==> config.mk <==
export PLATFORM = sky130hd
export DESIGN_NAME = sal_bank_ctrl
export DESIGN_NICKNAME = d
export VERILOG_FILES = /design/src/rtl/sal_ddr2_pkg.sv /design/src/rtl/sal_timing_cnt.sv /design/src/rtl/sal_bank_ctrl.sv
export SDC_FILE = /design/constraint.sdc
export NUM_CORES = 1
export LEC_CHECK = 0
export BUFFER_PORTS_ARGS = -buffer_cell sky130_fd_sc_hd__buf_2
export CORE_MARGIN = 2
export CORE_UTILIZATION = 54
export CTS_CLUSTER_DIAMETER = 80
export CTS_CLUSTER_SIZE = 30
export DETAILED_ROUTE_END_ITERATION = 16
export HOLD_SLACK_MARGIN = 0.03
export PLACE_DENSITY = 0.82
export SKIP_CTS_REPAIR_TIMING = 1
export SLEW_MARGIN = 10
export SYNTH_ARGS = -nofsm -noshare
export SYNTH_HDL_FRONTEND = slang
export SYNTH_SLANG_ARGS = --single-unit
==> constraint.sdc <==
create_clock -name clk -period 2.4 [get_ports clk]
set_input_delay 0.12 -clock clk [delete_from_list [all_inputs] [get_ports clk]]
set_output_delay 0.12 -clock clk [all_outputs]
set_load 0.01 [all_outputs]
==> src/rtl/sal_ddr2_pkg.sv <==
// ---------------------------------------------------------------------------
// sal_ddr2_pkg
// Shared definitions for the per-bank DDR2 controller:
//   - bank_state_e : open/closed state of one bank
//   - cmd_e        : DRAM command a bank is currently requesting
//   - DDR2_*       : default DDR2-800 timing constants (in controller cycles)
// ---------------------------------------------------------------------------
package sal_ddr2_pkg;

    typedef enum logic {
        BK_CLOSED = 1'b0,
        BK_OPEN   = 1'b1
    } bank_state_e;

    typedef enum logic [2:0] {
        CMD_NONE = 3'd0,
        CMD_ACT  = 3'd1,
        CMD_RD   = 3'd2,
        CMD_WR   = 3'd3,
        CMD_PRE  = 3'd4
    } cmd_e;

    // Default DDR2-800 timing, expressed in controller clock cycles.
    localparam int DDR2_CNT_W = 5;
    localparam int DDR2_T_RCD = 5;   // ACT -> RD/WR
    localparam int DDR2_T_RP  = 5;   // PRE -> ACT
    localparam int DDR2_T_RAS = 18;  // ACT -> PRE
    localparam int DDR2_T_RTP = 3;   // RD  -> PRE
    localparam int DDR2_T_WTP = 13;  // WR  -> PRE (write latency + burst + tWR)

endpackage

==> src/rtl/sal_timing_cnt.sv <==
// ---------------------------------------------------------------------------
// sal_timing_cnt
// Down-counter used to enforce one DRAM timing constraint. It is loaded with
// (T-1) on the grant of the command that starts the constraint, decrements
// once per cycle and holds at zero. zero=1 means the constraint is met.
//
// With MAX_LOAD=1 a load never shortens an outstanding wait: the register
// takes the larger of its current value and load_val. This lets several
// commands (reads and writes) share one counter toward the same PRE.
//
// Ports:
//   clk      in  clock
//   rst      in  synchronous active-high reset (counter -> 0)
//   load     in  load request (wins over decrement)
//   load_val in  value to load, normally T-1
//   zero     out counter is at zero
// ---------------------------------------------------------------------------
module sal_timing_cnt #(
    parameter int CNT_W    = 5,
    parameter bit MAX_LOAD = 1'b0
) (
    input  logic             clk,
    input  logic             rst,
    input  logic             load,
    input  logic [CNT_W-1:0] load_val,
    output logic             zero
);

    logic [CNT_W-1:0] cnt_d;
    logic [CNT_W-1:0] cnt_q;

    always_comb begin
        cnt_d = cnt_q;
        if (load) begin
            if (MAX_LOAD && (cnt_q > load_val)) begin
                cnt_d = cnt_q;
            end else begin
                cnt_d = load_val;
            end
        end else if (cnt_q != '0) begin
            cnt_d = cnt_q - 1'b1;
        end
    end

    always_ff @(posedge clk) begin
        if (rst) begin
            cnt_q <= '0;
        end else begin
            cnt_q <= cnt_d;
        end
    end

    assign zero = (cnt_q == '0);

endmodule

==> src/rtl/sal_bank_ctrl.sv <==
// ---------------------------------------------------------------------------
// sal_bank_ctrl
// Per-bank DRAM controller with an open-page policy. Holds one decoded
// request, tracks the bank's open row and DDR2 timing, and raises one of
// ACT/RD/WR/PRE toward the shared command scheduler.
//
// Handshakes:
//   req_*  : a request transfers on a clock edge where req_valid && req_ready.
//            req_ready depends only on internal state and rst (never on
//            req_valid or cmd_gnt), so a request is accepted at most every
//            second cycle.
//   cmd_*  : level requests, at most one high. The scheduler samples the
//            cmd_* fields in the cycle it asserts cmd_gnt; command and
//            fields stay stable until granted. cmd_gnt with no command
//            asserted is ignored.
//
// Ports:
//   clk, rst                        clock, synchronous active-high reset
//   req_valid/req_ready             request handshake from the decoder
//   req_id/ra/ca/len/wr             request fields (wr=1 for writes)
//   cmd_act/rd/wr/pre               command requests to the scheduler
//   cmd_gnt                         grant for the asserted command
//   cmd_ra/ca/id/len                command fields (ra = open row for PRE)
//   ref_req                         refresh pending: bank must close
//   bk_idle                         bank closed and tRP satisfied
//   dbg_state                       current bank state (0=CLOSED, 1=OPEN)
//
// Timing parameters must lie in 1 .. 2**CNT_W-1.
// ---------------------------------------------------------------------------
module sal_bank_ctrl
    import sal_ddr2_pkg::*;
#(
    parameter int ID_W  = 4,
    parameter int RA_W  = 14,
    parameter int CA_W  = 10,
    parameter int LEN_W = 4,
    parameter int CNT_W = DDR2_CNT_W,
    parameter int T_RCD = DDR2_T_RCD,
    parameter int T_RP  = DDR2_T_RP,
    parameter int T_RAS = DDR2_T_RAS,
    parameter int T_RTP = DDR2_T_RTP,
    parameter int T_WTP = DDR2_T_WTP
) (
    input  logic             clk,
    input  logic             rst,
    input  logic             req_valid,
    output logic             req_ready,
    input  logic [ID_W-1:0]  req_id,
    input  logic [RA_W-1:0]  req_ra,
    input  logic [CA_W-1:0]  req_ca,
    input  logic [LEN_W-1:0] req_len,
    input  logic             req_wr,
    output logic             cmd_act,
    output logic             cmd_rd,
    output logic             cmd_wr,
    output logic             cmd_pre,
    input  logic             cmd_gnt,
    output logic [RA_W-1:0]  cmd_ra,
    output logic [CA_W-1:0]  cmd_ca,
    output logic [ID_W-1:0]  cmd_id,
    output logic [LEN_W-1:0] cmd_len,
    input  logic             ref_req,
    output logic             bk_idle,
    output logic             dbg_state
);

    localparam logic [CNT_W-1:0] RCD_LD = CNT_W'(T_RCD - 1);
    localparam logic [CNT_W-1:0] RP_LD  = CNT_W'(T_RP - 1);
    localparam logic [CNT_W-1:0] RAS_LD = CNT_W'(T_RAS - 1);
    localparam logic [CNT_W-1:0] RTP_LD = CNT_W'(T_RTP - 1);
    localparam logic [CNT_W-1:0] WTP_LD = CNT_W'(T_WTP - 1);

    // ------------------------------------------------------------------
    // State and request buffer
    // ------------------------------------------------------------------
    bank_state_e      state_d,    state_q;
    logic             pending_d,  pending_q;
    logic [ID_W-1:0]  buf_id_d,   buf_id_q;
    logic [RA_W-1:0]  buf_ra_d,   buf_ra_q;
    logic [CA_W-1:0]  buf_ca_d,   buf_ca_q;
    logic [LEN_W-1:0] buf_len_d,  buf_len_q;
    logic             buf_wr_d,   buf_wr_q;
    logic [RA_W-1:0]  open_row_d, open_row_q;

    // Timing counter status
    logic rcd_zero;
    logic ras_zero;
    logic pre_zero;
    logic rp_zero;

    // Decode results
    cmd_e             cmd_sel;
    logic             row_hit;
    logic             fire;
    logic             accept;
    logic             act_load;
    logic             col_load;
    logic             pre_load;
    logic [CNT_W-1:0] col_pre_ld;

    // ------------------------------------------------------------------
    // Command selection
    // ------------------------------------------------------------------
    always_comb begin
        row_hit = pending_q && (buf_ra_q == open_row_q);
        cmd_sel = CMD_NONE;
        case (state_q)
            BK_CLOSED: begin
                if (pending_q && !ref_req && rp_zero) begin
                    cmd_sel = CMD_ACT;
                end
            end
            BK_OPEN: begin
                if (row_hit && !ref_req) begin
                    // Hit: wait for tRCD, then issue the column command.
                    if (rcd_zero) begin
                        cmd_sel = buf_wr_q ? CMD_WR : CMD_RD;
                    end
                end else if ((ref_req || pending_q) && ras_zero && pre_zero) begin
                    // Row miss or refresh: close the row once tRAS and the
                    // read/write-to-precharge wait have both elapsed.
                    cmd_sel = CMD_PRE;
                end
            end
            default: cmd_sel = CMD_NONE;
        endcase
    end

    // ------------------------------------------------------------------
    // Next-state logic
    // ------------------------------------------------------------------
    always_comb begin
        fire       = cmd_gnt && (cmd_sel != CMD_NONE);
        accept     = req_valid && req_ready;
        act_load   = fire && (cmd_sel == CMD_ACT);
        col_load   = fire && ((cmd_sel == CMD_RD) || (cmd_sel == CMD_WR));
        pre_load   = fire && (cmd_sel == CMD_PRE);
        col_pre_ld = buf_wr_q ? WTP_LD : RTP_LD;

        state_d    = state_q;
        pending_d  = pending_q;
        buf_id_d   = buf_id_q;
        buf_ra_d   = buf_ra_q;
        buf_ca_d   = buf_ca_q;
        buf_len_d  = buf_len_q;
        buf_wr_d   = buf_wr_q;
        open_row_d = open_row_q;

        if (act_load) begin
            state_d    = BK_OPEN;
            open_row_d = buf_ra_q;
        end
        if (pre_load) begin
            state_d = BK_CLOSED;
        end
        // A column command completes the buffered request. accept and
        // col_load cannot coincide because req_ready needs !pending_q.
        if (col_load) begin
            pending_d = 1'b0;
        end
        if (accept) begin
            pending_d = 1'b1;
            buf_id_d  = req_id;
            buf_ra_d  = req_ra;
            buf_ca_d  = req_ca;
            buf_len_d = req_len;
            buf_wr_d  = req_wr;
        end
    end

    always_ff @(posedge clk) begin
        if (rst) begin
            state_q    <= BK_CLOSED;
            pending_q  <= 1'b0;
            buf_id_q   <= '0;
            buf_ra_q   <= '0;
            buf_ca_q   <= '0;
            buf_len_q  <= '0;
            buf_wr_q   <= 1'b0;
            open_row_q <= '0;
        end else begin
            state_q    <= state_d;
            pending_q  <= pending_d;
            buf_id_q   <= buf_id_d;
            buf_ra_q   <= buf_ra_d;
            buf_ca_q   <= buf_ca_d;
            buf_len_q  <= buf_len_d;
            buf_wr_q   <= buf_wr_d;
            open_row_q <= open_row_d;
        end
    end

    // ------------------------------------------------------------------
    // Timing counters
    // ------------------------------------------------------------------
    sal_timing_cnt #(.CNT_W(CNT_W), .MAX_LOAD(1'b0)) u_rcd_cnt (
        .clk      (clk),
        .rst      (rst),
        .load     (act_load),
        .load_val (RCD_LD),
        .zero     (rcd_zero)
    );

    sal_timing_cnt #(.CNT_W(CNT_W), .MAX_LOAD(1'b0)) u_ras_cnt (
        .clk      (clk),
        .rst      (rst),
        .load     (act_load),
        .load_val (RAS_LD),
        .zero     (ras_zero)
    );

    // Shared RD/WR-to-PRE wait: a short read never cuts short an earlier
    // write's recovery time.
    sal_timing_cnt #(.CNT_W(CNT_W), .MAX_LOAD(1'b1)) u_pre_cnt (
        .clk      (clk),
        .rst      (rst),
        .load     (col_load),
        .load_val (col_pre_ld),
        .zero     (pre_zero)
    );

    sal_timing_cnt #(.CNT_W(CNT_W), .MAX_LOAD(1'b0)) u_rp_cnt (
        .clk      (clk),
        .rst      (rst),
        .load     (pre_load),
        .load_val (RP_LD),
        .zero     (rp_zero)
    );

    // ------------------------------------------------------------------
    // Outputs
    // ------------------------------------------------------------------
    assign req_ready = !pending_q && !rst;

    assign cmd_act = (cmd_sel == CMD_ACT);
    assign cmd_rd  = (cmd_sel == CMD_RD);
    assign cmd_wr  = (cmd_sel == CMD_WR);
    assign cmd_pre = (cmd_sel == CMD_PRE);

    assign cmd_ra  = (cmd_sel == CMD_PRE) ? open_row_q : buf_ra_q;
    assign cmd_ca  = buf_ca_q;
    assign cmd_id  = buf_id_q;
    assign cmd_len = buf_len_q;

    assign bk_idle   = (state_q == BK_CLOSED) && rp_zero;
    assign dbg_state = state_q;

endmodule

==> results of run 1 <==
per-stage QoR:
| stage | TNS, ns | cell area, um^2 |
|---|---|---|
| floorplan | 0 | 3360 |
| global placement | 0 | 3810 |
| detailed placement | 0 | 3810 |
| CTS | -0.152 | 3980 |
| global route | -0.00302 | 4370 |
| finish | 0 | 4370 |
worst max-delay path: stages (launching register included):
cell and delay (ns):
sky130_fd_sc_hd__dfxtp_1 0.41, sky130_fd_sc_hd__xnor2_1 0.12, sky130_fd_sc_hd__nand4_1 0.16, sky130_fd_sc_hd__nor4_4 0.08, sky130_fd_sc_hd__or4_4 0.58, sky130_fd_sc_hd__buf_12 0.17
sky130_fd_sc_hd__nand2_1 0.08, sky130_fd_sc_hd__nand2_1 0.08, sky130_fd_sc_hd__buf_2 0.15
final cells by class:
type	count	area (um^2)
Clock inverter	7	51.3
Inverter	11	41.3
Multi-Input combinational cell	315	1830
Clock buffer	9	124
Timing Repair Buffer	122	833
Sequential cell	69	1390
Fill cell	421	1590
Tap cell	75	93.8
flip-flops by register name (all words and copies together) (netlist names):
signal / cells
buf_ra_q: 14
buf_wr_q: 1
cmd_ca: 10
cmd_id: 4
cmd_len: 4
dbg_state: 1
open_row_q: 14
pending_q: 1
u_pre_cnt.cnt_q: 5
u_ras_cnt.cnt_q: 5
u_rcd_cnt.cnt_q: 5
u_rp_cnt.cnt_q: 5
layout by cell type, fill, tap and decap left out, drive strengths merged:
cell,instances
xor2,1
xnor2,21
dlygate4sd3,33
a21oi,27
nand2b,36
nor4,4
nor2,23
nand4,4
inv,12
clkinvlp,5
nor2b,3
o31ai,1
mux2i,2
o21ai,35
and2,3
clkbuf,9
ha,11
buf,89
or4b,1
a211oi,5
o21bai,3
nor4b,1
nand3,3
clkinv,1
mux2,1
nor3b,2
and4,1
or3,2
nor3,9
or4,2
dfxtp,69
nand2,110
and3,1
nand3b,3
Yosys cell counts, types with 4 or more instances:
master,instances
sky130_fd_sc_hd__nor2_1,23
sky130_fd_sc_hd__a21oi_2,9
sky130_fd_sc_hd__o21ai_0,35
sky130_fd_sc_hd__inv_1,11
sky130_fd_sc_hd__nand4_1,4
sky130_fd_sc_hd__nand2b_1,36
sky130_fd_sc_hd__a21oi_1,18
sky130_fd_sc_hd__nand2_1,100
sky130_fd_sc_hd__nor3_1,9
sky130_fd_sc_hd__ha_1,11
sky130_fd_sc_hd__xnor2_1,21
sky130_fd_sc_hd__nand2_2,10
sky130_fd_sc_hd__a211oi_1,5
sky130_fd_sc_hd__clkbuf_1,12
sky130_fd_sc_hd__dfxtp_1,69
worst max path at each step:
stage / start / to / cells after the start
after detailed placement: u_rp_cnt.cnt_q[0]$_SDFFE_PP0P_ / open_row_q[1]$_SDFFE_PP0P_ / 7
after global placement: u_rp_cnt.cnt_q[0]$_SDFFE_PP0P_ / open_row_q[2]$_SDFFE_PP0P_ / 7
final: buf_ra_q[1]$_SDFFE_PP0P_ / cmd_ra[13] / 8
after floorplan: u_rp_cnt.cnt_q[0]$_SDFFE_PP0P_ / open_row_q[5]$_SDFFE_PP0P_ / 10
after CTS: u_pre_cnt.cnt_q[0]$_SDFFE_PP0P_ / cmd_ra[6] / 9
after global routing: buf_ra_q[6]$_SDFFE_PP0P_ / cmd_ra[3] / 9
power breakdown:
part           switching [mW]  internal [mW]  leakage, nW
Clock                   0.500          0.376       0.0739
Combinational           0.769          0.708         1.19
Sequential              0.188           1.35        0.568
Total                    1.46           2.44         1.83
cells by family (layout without fill, tap and decap cells):
kind of cell / after synthesis / in the layout / share of synthesized area, %
flops: 69 / 69 / 41.1
mux: 3 / 3 / 0.931
xor+xnor: 22 / 22 / 5.74
fa+ha+maj: 11 / 11 / 4.10
buf+inv: 32 / 149 / 5.22
simple gates: 208 / 208 / 30.6
compound gates: 71 / 71 / 12.3
routing by layer:
layer	vias up	track usage [%]
met2	84	35.5
met4	0	10.7
met1	1449	28.4
met5	-	0
met3	16	5.17
li1	1590	-
==> results_dict.tcl, run 1 <==
set metrics [dict create \
    outcome "finished, final reports clean" \
    wl_met2_mm 4.41 \
    critical_path_endpoint_category "output port" \
    dieWidth_um 82.9 \
    nNetsFinal 577 \
    track_usage_pct 22.3 \
    placement_rows 28 \
    via_count 3139 \
    htree_levels 3 \
    antenna_viol_nets_final 0 \
    netlist.area_leader.share_pct 41.1 \
    drt_first_iter_violations 265 \
    final_hold_viol_count 0 \
    cts_root_buffer "sky130_fd_sc_hd__clkbuf_8" \
    starting_utilization_of_the_core_area_pct 56.4 \
    postSynthNetCount 465 \
    worst_hold_path.num_cells 3 \
    worstSetupPathType "reg -> out" \
    tritoncts "done" \
    route.detailed.vias_per_inst 5.16 \
    timing.rr.start "u_rp_cnt.cnt_q[0]$_SDFFE_PP0P_" \
    top_layer_used "met4" \
    grt_start_max_net_pins 61 \
    first_pass_iters 5 \
    numClockSinks 69 \
    place.detailed.instances 557 \
    critical_path_required_ns 2.28 \
    synth-async-reset-ratio_pct 0 \
    timing.rr.end "open_row_q[0]$_SDFFE_PP0P_" \
    antenna_found_initial 0 \
    vias_in_the_first_global_route 2908 \
    route.detailed.wl_per_inst_um 14.5 \
    p_leak_nw 1.83 \
    post_route_cells_drive_above_1_share_pct 26.3 \
    dpl_worst_slack_ns 0.267 \
    postSynthAreaPerCell_um2 8.07 \
    grt_overflow 0 \
    synth-edff-count 0 \
    number_of_warnings_issued_by_yosys 0 \
    timing_worst_slew_pin_value_ns 0.576 \
    r2r.worst_path.cells 7 \
    die_area_um2 6870 \
    antennaDiodeCount 0 \
    worstHoldStart "cmd_gnt" \
    routed-wl-met3_um 382 \
    synth_cells 416 \
    synth_seq_cells 69 \
    slew-limit-headroom_pct 61.6 \
    timing.hold.ws_ns 0.0766 \
    detail_route.wirelength.met1_mm 3.85 \
    power-per-cell-area_nw_per_um2 892 \
    setup_repair_after_global_routing_missed_its_margin "true" \
    dp_hpwl_mm 5.16 \
    clock.fmax_mhz 433 \
    route.detailed.drc 0 \
    layoutNonFillerInstCount 608 \
    critPathMaxFanout 12 \
    endpoints_failing_setup 0 \
    place.gp.congestion 0.823 \
    cap_viol_max_count 0 \
    synth_area_leaders "sky130_fd_sc_hd__dfxtp_1, sky130_fd_sc_hd__nand2_1, sky130_fd_sc_hd__nand2b_1, sky130_fd_sc_hd__xnor2_1, sky130_fd_sc_hd__o21ai_0" \
    irDropWorstVdd_mv 0.488 \
    area.growth.synth_to_final_pct 30.0 \
    worst_clock_skew_ns 0.00969 \
    io_buffers 76 \
    dominantRegCellSynth "sky130_fd_sc_hd__dfxtp_1" \
    minimum_clock_period_ns 2.31 \
    detailed_route_wire_length_mm 8.81 \
    clockBufferDepth 2 \
    postLayoutSetupSlackWorst_ns 0.0928 \
    endpoint_with_the_worst_hold_slack "u_rp_cnt.cnt_q[2]$_SDFFE_PP0P_" \
    final_core_utilization_pct 73.3 \
    number_of_buffers_inserted_during_clock_tree_synthesis 9 \
    holdCritPathClass "in -> reg" \
    netlist.top_cell.by_area "sky130_fd_sc_hd__dfxtp_1" \
    ys_types 41 \
    finalCritPeriodShare_pct 96.1 \
    die_y_um 82.9 \
    rrSetupSlack_ns 0.35 \
    clock_insertion_delay_worst_skew_ns 0.36 \
    core_um2 5960 \
    critPathLaunchType "flip-flop" \
    worstPathArrival_ns 2.19 \
    clock_pin_slew_worst_setup_and_hold_paths_ns 0.08 \
    boundaryPins 77 \
    drv_slew 0 \
    syn-cell-area_um2 3360 \
    grt_first_pass_wirelength_mm 12.8 \
    synth_sequential_area_ratio_pct 41.1 \
    p_total_mw 3.89 \
]
Power figures use the tool's default switching activity.
==> inputs of run 2 (changes only) <==
--- a/config.mk
+++ b/config.mk
@@ -7,12 +7,12 @@
 export LEC_CHECK = 0
 export BUFFER_PORTS_ARGS = -buffer_cell sky130_fd_sc_hd__buf_2
 export CORE_MARGIN = 2
-export CORE_UTILIZATION = 54
+export CORE_UTILIZATION = 50
 export CTS_CLUSTER_DIAMETER = 80
 export CTS_CLUSTER_SIZE = 30
 export DETAILED_ROUTE_END_ITERATION = 16
 export HOLD_SLACK_MARGIN = 0.03
-export PLACE_DENSITY = 0.82
+export PLACE_DENSITY = 0.77
 export SKIP_CTS_REPAIR_TIMING = 1
 export SLEW_MARGIN = 10
 export SYNTH_ARGS = -nofsm -noshare
==> results_dict.tcl, run 2 (same netlist as run 1, synthesis figures left out) <==
set metrics [dict create \
    place.gp.congestion 0.838 \
    critPathLaunchType "flip-flop" \
    clockBufferDepth 2 \
    slew-limit-headroom_pct 61.0 \
    drt_first_iter_violations 223 \
    switching_power_mw 1.42 \
    finalCritPeriodShare_pct 96.2 \
    timing.rr.start "buf_wr_q$_SDFFE_PP0P_" \
    power-per-cell-area_nw_per_um2 890 \
    die_area_um2 7390 \
    minimum_clock_period_ns 2.31 \
    place.detailed.instances 559 \
    holdCritPathClass "in -> reg" \
    n_fill_cell 512 \
    die_y_um 86.0 \
    dp_hpwl_mm 5.48 \
    critPathMaxFanout 4 \
    dpl_cell_area_um2 3810 \
    antennaDiodeCount 0 \
    track_usage_pct 21.7 \
    post_route_cells_drive_above_1_share_pct 25.8 \
    clock_pin_slew_worst_setup_and_hold_paths_ns 0.08 \
    timing.rr.end "u_pre_cnt.cnt_q[2]$_SDFFE_PP0P_" \
    most_common_library_cell_in_the_layout_ignoring_fill_and_taps "sky130_fd_sc_hd__nand2_1" \
    worst_clock_skew_ns 0.00739 \
    setup_repair_after_global_routing_missed_its_margin "false" \
    route.detailed.wl_per_inst_um 13.9 \
    number_of_buffers_inserted_during_clock_tree_synthesis 9 \
    route.detailed.drc 0 \
    area.growth.synth_to_final_pct 29.6 \
    worstHoldStart "cmd_gnt" \
    clock.fmax_mhz 433 \
    boundaryPins 77 \
    nNetsFinal 579 \
    worst_hold_path.num_cells 3 \
    grt_first_pass_wirelength_mm 12.8 \
    worstPathArrival_ns 2.19 \
    cap_viol_max_count 0 \
    irDropWorstVdd_mv 0.412 \
    antenna_found_initial 0 \
    endpoint_with_the_worst_hold_slack "u_rp_cnt.cnt_q[2]$_SDFFE_PP0P_" \
    clock_insertion_delay_worst_skew_ns 0.35 \
    endpoints_failing_setup 0 \
    r2r.worst_path.cells 8 \
    outcome "finished, final reports clean" \
    post-route-cell-area_um2 4350 \
    grt_overflow 0 \
    rrSetupSlack_ns 0.22 \
    numClockSinks 69 \
    detailed_route_wire_length_mm 8.52 \
    vias_in_the_first_global_route 2858 \
    drv_slew 0 \
    io_buffers 76 \
    cts_root_buffer "sky130_fd_sc_hd__clkbuf_8" \
    tritoncts "done" \
    sw_frac_of_total_pct 36.6 \
    grt_start_max_net_pins 61 \
    fin_tns_setup_ns 0 \
    first_pass_iters 4 \
    layoutNonFillerInstCount 612 \
    route.detailed.vias_per_inst 5.18 \
    placement_rows 29 \
    internal_power_mw 2.45 \
    starting_utilization_of_the_core_area_pct 52.3 \
    power.share.sequential_pct 39.7 \
    timing_worst_slew_pin_value_ns 0.584 \
    core_um2 6420 \
    dieWidth_um 86.0 \
    comb_power_share_pct 38.9 \
    worstSetupPathType "reg -> out" \
    critical_path_required_ns 2.28 \
    via_count 3169 \
    critical_path_endpoint_category "output port" \
    fraction_of_power_consumed_by_the_clock_network_pct 21.4 \
    mostFrequentLayoutCells "sky130_fd_sc_hd__nand2_1, sky130_fd_sc_hd__buf_2, sky130_fd_sc_hd__dfxtp_1" \
    htree_levels 3 \
    antenna_viol_nets_final 0 \
    p_leak_nw 1.83 \
    final_hold_viol_count 0 \
]
## run 2: layer usage
layer  GRT usage, %  vias up  part of all wire (%)
met5              0        -                     0
met4           8.37        0                   2.0
met3           6.64       18                   6.4
met2           34.7       94                    48
met1           27.3     1471                    43
li1               -     1586                     -
## run 2: how the worst max path moves through the flow
stage                                          startpoint                        endpoint  slack, ns
after floorplan            u_rp_cnt.cnt_q[0]$_SDFFE_PP0P_      open_row_q[5]$_SDFFE_PP0P_       0.34
after global placement    u_ras_cnt.cnt_q[0]$_SDFFE_PP0P_  u_rp_cnt.cnt_q[1]$_SDFFE_PP0P_       0.28
after detailed placement  u_ras_cnt.cnt_q[0]$_SDFFE_PP0P_  u_rp_cnt.cnt_q[3]$_SDFFE_PP0P_       0.21
after CTS                 u_ras_cnt.cnt_q[0]$_SDFFE_PP0P_                      cmd_ra[13]      -0.13
after global routing      u_pre_cnt.cnt_q[0]$_SDFFE_PP0P_                      cmd_ra[13]       0.01
final                            buf_ra_q[0]$_SDFFE_PP0P_                          cmd_rd       0.09
## run 2: layout make-up
type | instances | area [um^2] | area share (%)
clock inverters | 5 | 37.5 | 0.862
multi-input cells | 315 | 1830 | 42.0
repair buffers | 124 | 833 | 19.1
clock buffers | 11 | 131 | 3.02
well taps | 77 | 96.3 | 2.21
flip-flops and latches | 69 | 1380 | 31.8
inverters | 11 | 41.3 | 0.949
## run 2: critical path, stage by stage (launching register included)
cell	delay, ns
sky130_fd_sc_hd__dfxtp_1	0.40
sky130_fd_sc_hd__xnor2_1	0.17
sky130_fd_sc_hd__nand4_1	0.18
sky130_fd_sc_hd__nor4_4	0.34
sky130_fd_sc_hd__buf_4	0.16
sky130_fd_sc_hd__nand3_1	0.10
sky130_fd_sc_hd__nor3_1	0.28
sky130_fd_sc_hd__buf_2	0.19
## run 2: power groups by stage
stage               sequential [mW]  combinational, mW  clock (mW)
floorplan                      1.53               1.05           0
global placement               1.54               1.33           0
detailed placement             1.55               1.38           0
CTS                            1.53               1.40       0.843
global route                   1.57               1.69       0.889
finish                         1.54               1.51       0.827
## run 2: per-stage QoR
step / total power [mW] / setup slack (ns) / utilization, % / hold WS (ns)
3_3_place_gp: 2.87 / 0.278 / 59.3 / 0.312
2_1_floorplan: 2.57 / 0.342 / - / 0.228
4_1_cts: 3.77 / -0.125 / 62.0 / -0.0464
6_report: 3.87 / 0.0905 / 67.8 / 0.0641
5_1_grt: 4.14 / 0.0109 / 67.8 / 0.0694
3_5_place_dp: 2.94 / 0.210 / 59.3 / 0.317
==> inputs of run 3 (changes only) <==
--- a/config.mk
+++ b/config.mk
@@ -6,7 +6,7 @@
 export NUM_CORES = 1
 export LEC_CHECK = 0
 export BUFFER_PORTS_ARGS = -buffer_cell sky130_fd_sc_hd__buf_2
-export CORE_MARGIN = 2
+export CORE_MARGIN = 5
 export CORE_UTILIZATION = 50
 export CTS_CLUSTER_DIAMETER = 80
 export CTS_CLUSTER_SIZE = 30
==> results_dict.tcl, run 3 (same netlist as run 1, synthesis figures left out) <==
set metrics [dict create \
    outcome "finished, final reports clean" \
    die_y_um 92.0 \
    post_route_cells_drive_above_1_share_pct 24.9 \
    timing.rr.start "u_rp_cnt.cnt_q[0]$_SDFFE_PP0P_" \
    irDropWorstVdd_mv 0.371 \
    critPathSlowestCell "sky130_fd_sc_hd__dfxtp_1" \
    worstSetupPathType "reg -> out" \
    numClockSinks 69 \
    via_count 3077 \
    power-per-cell-area_nw_per_um2 930 \
    clock.fmax_mhz 435 \
    detailed_route_wire_length_mm 8.23 \
    worstPathArrival_ns 2.18 \
    core_um2 6460 \
    nNetsFinal 575 \
    endpoints_failing_setup 0 \
    rrSetupSlack_ns 0.27 \
    timing.rr.end "u_ras_cnt.cnt_q[3]$_SDFFE_PP0P_" \
    antenna_viol_nets_final 0 \
    slew-limit-headroom_pct 69.8 \
    place.gp.congestion 0.774 \
    worst_clock_skew_ns 0.00755 \
    placement_rows 29 \
    critical_path.max_stage_delay_ns 0.34 \
    final_core_utilization_pct 67.6 \
    fin_tns_setup_ns 0 \
    antennaDiodeCount 0 \
    route.detailed.wl_per_inst_um 13.5 \
    die_area_um2 8460 \
    first_pass_iters 4 \
    io_buffers 76 \
    r2r.worst_path.cells 8 \
    path_delay_family "buffers and inverters" \
    cap_viol_max_count 0 \
    critical_path_endpoint_category "output port" \
    drv_slew 0 \
    critical_path.n_buffers_inverters 4 \
    grt_start_max_net_pins 50 \
    endpoint_with_the_worst_hold_slack "cmd_ca[3]$_SDFFE_PP0P_" \
    antenna_found_initial 0 \
    place.detailed.instances 559 \
    number_of_buffers_inserted_during_clock_tree_synthesis 9 \
    holdCritPathClass "in -> reg" \
    htree_levels 3 \
    grt_overflow 0 \
    critPathMaxFanout 8 \
    grt_first_pass_wirelength_mm 12.8 \
    clockBufferDepth 2 \
    layoutNonFillerInstCount 608 \
    track_usage_pct 18.4 \
    route.detailed.drc 0 \
    critPathLaunchType "flip-flop" \
    multi_input_area_um2 1820 \
    most_common_library_cell_in_the_layout_ignoring_fill_and_taps "sky130_fd_sc_hd__nand2_1" \
    critical_path_required_ns 2.28 \
    starting_utilization_of_the_core_area_pct 52.0 \
    ff_latch_area_um2 1380 \
    route.detailed.vias_per_inst 5.06 \
    boundaryPins 77 \
    finalCritPeriodShare_pct 95.9 \
    worstHoldStart "req_ca[3]" \
    clock_pin_slew_worst_setup_and_hold_paths_ns 0.07 \
    area.growth.synth_to_final_pct 29.9 \
    mostFrequentLayoutCells "sky130_fd_sc_hd__nand2_1, sky130_fd_sc_hd__buf_2, sky130_fd_sc_hd__dfxtp_1" \
    minimum_clock_period_ns 2.30 \
    vias_in_the_first_global_route 2831 \
    cp_cell_sequence "inv_1 -> ha_1 -> nand3b_1 -> buf_4 -> nor4_4 -> buf_2 -> nand2_1 -> nand2_1 -> buf_2" \
    worst_hold_path.num_cells 3 \
    dp_hpwl_mm 5.42 \
    dieWidth_um 92.0 \
    cts_root_buffer "sky130_fd_sc_hd__clkbuf_8" \
    final_hold_viol_count 0 \
    drt_first_iter_violations 135 \
    timing_worst_slew_pin_value_ns 0.448 \
    tritoncts "done" \
    n_fill_cell 499 \
    clock_insertion_delay_worst_skew_ns 0.34 \
    p_leak_nw 1.84 \
]
==> run 3: cell types whose count changed in the layout (fill, tap and decap cells not counted), sizes merged <==
cell	delta
dlygate4sd3	-3
bufinv	+2
buf	-1
clkinv	-2
==> run 3: per-layer routing <==
layer	track usage (%)	wire length (um)	vias up	part of all wire, %
met5	0	0	-	0
met4	7.05	127	0	1.5
met3	5.16	530	13	6.4
met2	30.1	4030	84	49
met1	23.0	3540	1398	43
li1	-	-	1582	-
==> run 3: how the worst max path moves through the flow <==
stage / depth (start not counted) / endpoint / from
floorplan: 10 / open_row_q[5]$_SDFFE_PP0P_ / u_rp_cnt.cnt_q[0]$_SDFFE_PP0P_
finish: 9 / cmd_ra[7] / u_pre_cnt.cnt_q[0]$_SDFFE_PP0P_
detailed placement: 8 / u_ras_cnt.cnt_q[3]$_SDFFE_PP0P_ / u_rp_cnt.cnt_q[0]$_SDFFE_PP0P_
global placement: 8 / u_ras_cnt.cnt_q[3]$_SDFFE_PP0P_ / u_rp_cnt.cnt_q[0]$_SDFFE_PP0P_
global route: 9 / cmd_ra[13] / u_pre_cnt.cnt_q[0]$_SDFFE_PP0P_
CTS: 9 / cmd_ra[13] / u_pre_cnt.cnt_q[0]$_SDFFE_PP0P_
==> run 3: where the power goes <==
part           switching [mW]  internal [mW]  total, mW  leakage [nW]
Combinational           0.759          0.704       1.46          1.17
Clock                   0.445          0.616       1.06         0.106
Sequential              0.184           1.35       1.53         0.567
Total                    1.39           2.67       4.06          1.84
==> run 3: final cells by class <==
| type | count | share of cell area [%] |
|---|---|---|
| Multi-Input combinational cell | 315 | 41.8 |
| Timing Repair Buffer | 120 | 18.2 |
| Tap cell | 77 | 2.21 |
| Clock inverter | 5 | 1.92 |
| Inverter | 11 | 0.946 |
| Clock buffer | 11 | 3.24 |
| Sequential cell | 69 | 31.7 |
==> run 3: worst reg2reg max path, delay by kind of cell, from the launching register on <==
kind	cells	cell delay (ns)
flip-flops	1	0.34
adder cells (fa/ha/maj)	1	0.16
buffers and inverters	1	0.08
AND/OR/NAND/NOR	6	1.45
==> run 3: stage by stage <==
step	worst slack, ns	total power [mW]	area (um^2)	hold slack, ns
2_1_floorplan	0.342	2.57	3360	0.228
3_3_place_gp	0.366	2.89	3800	0.313
3_5_place_dp	0.291	2.95	3800	0.318
4_1_cts	0.0375	4.01	4020	-0.0435
5_1_grt	-0.0480	4.35	4360	0.0318
6_report	0.0986	4.06	4360	0.000333
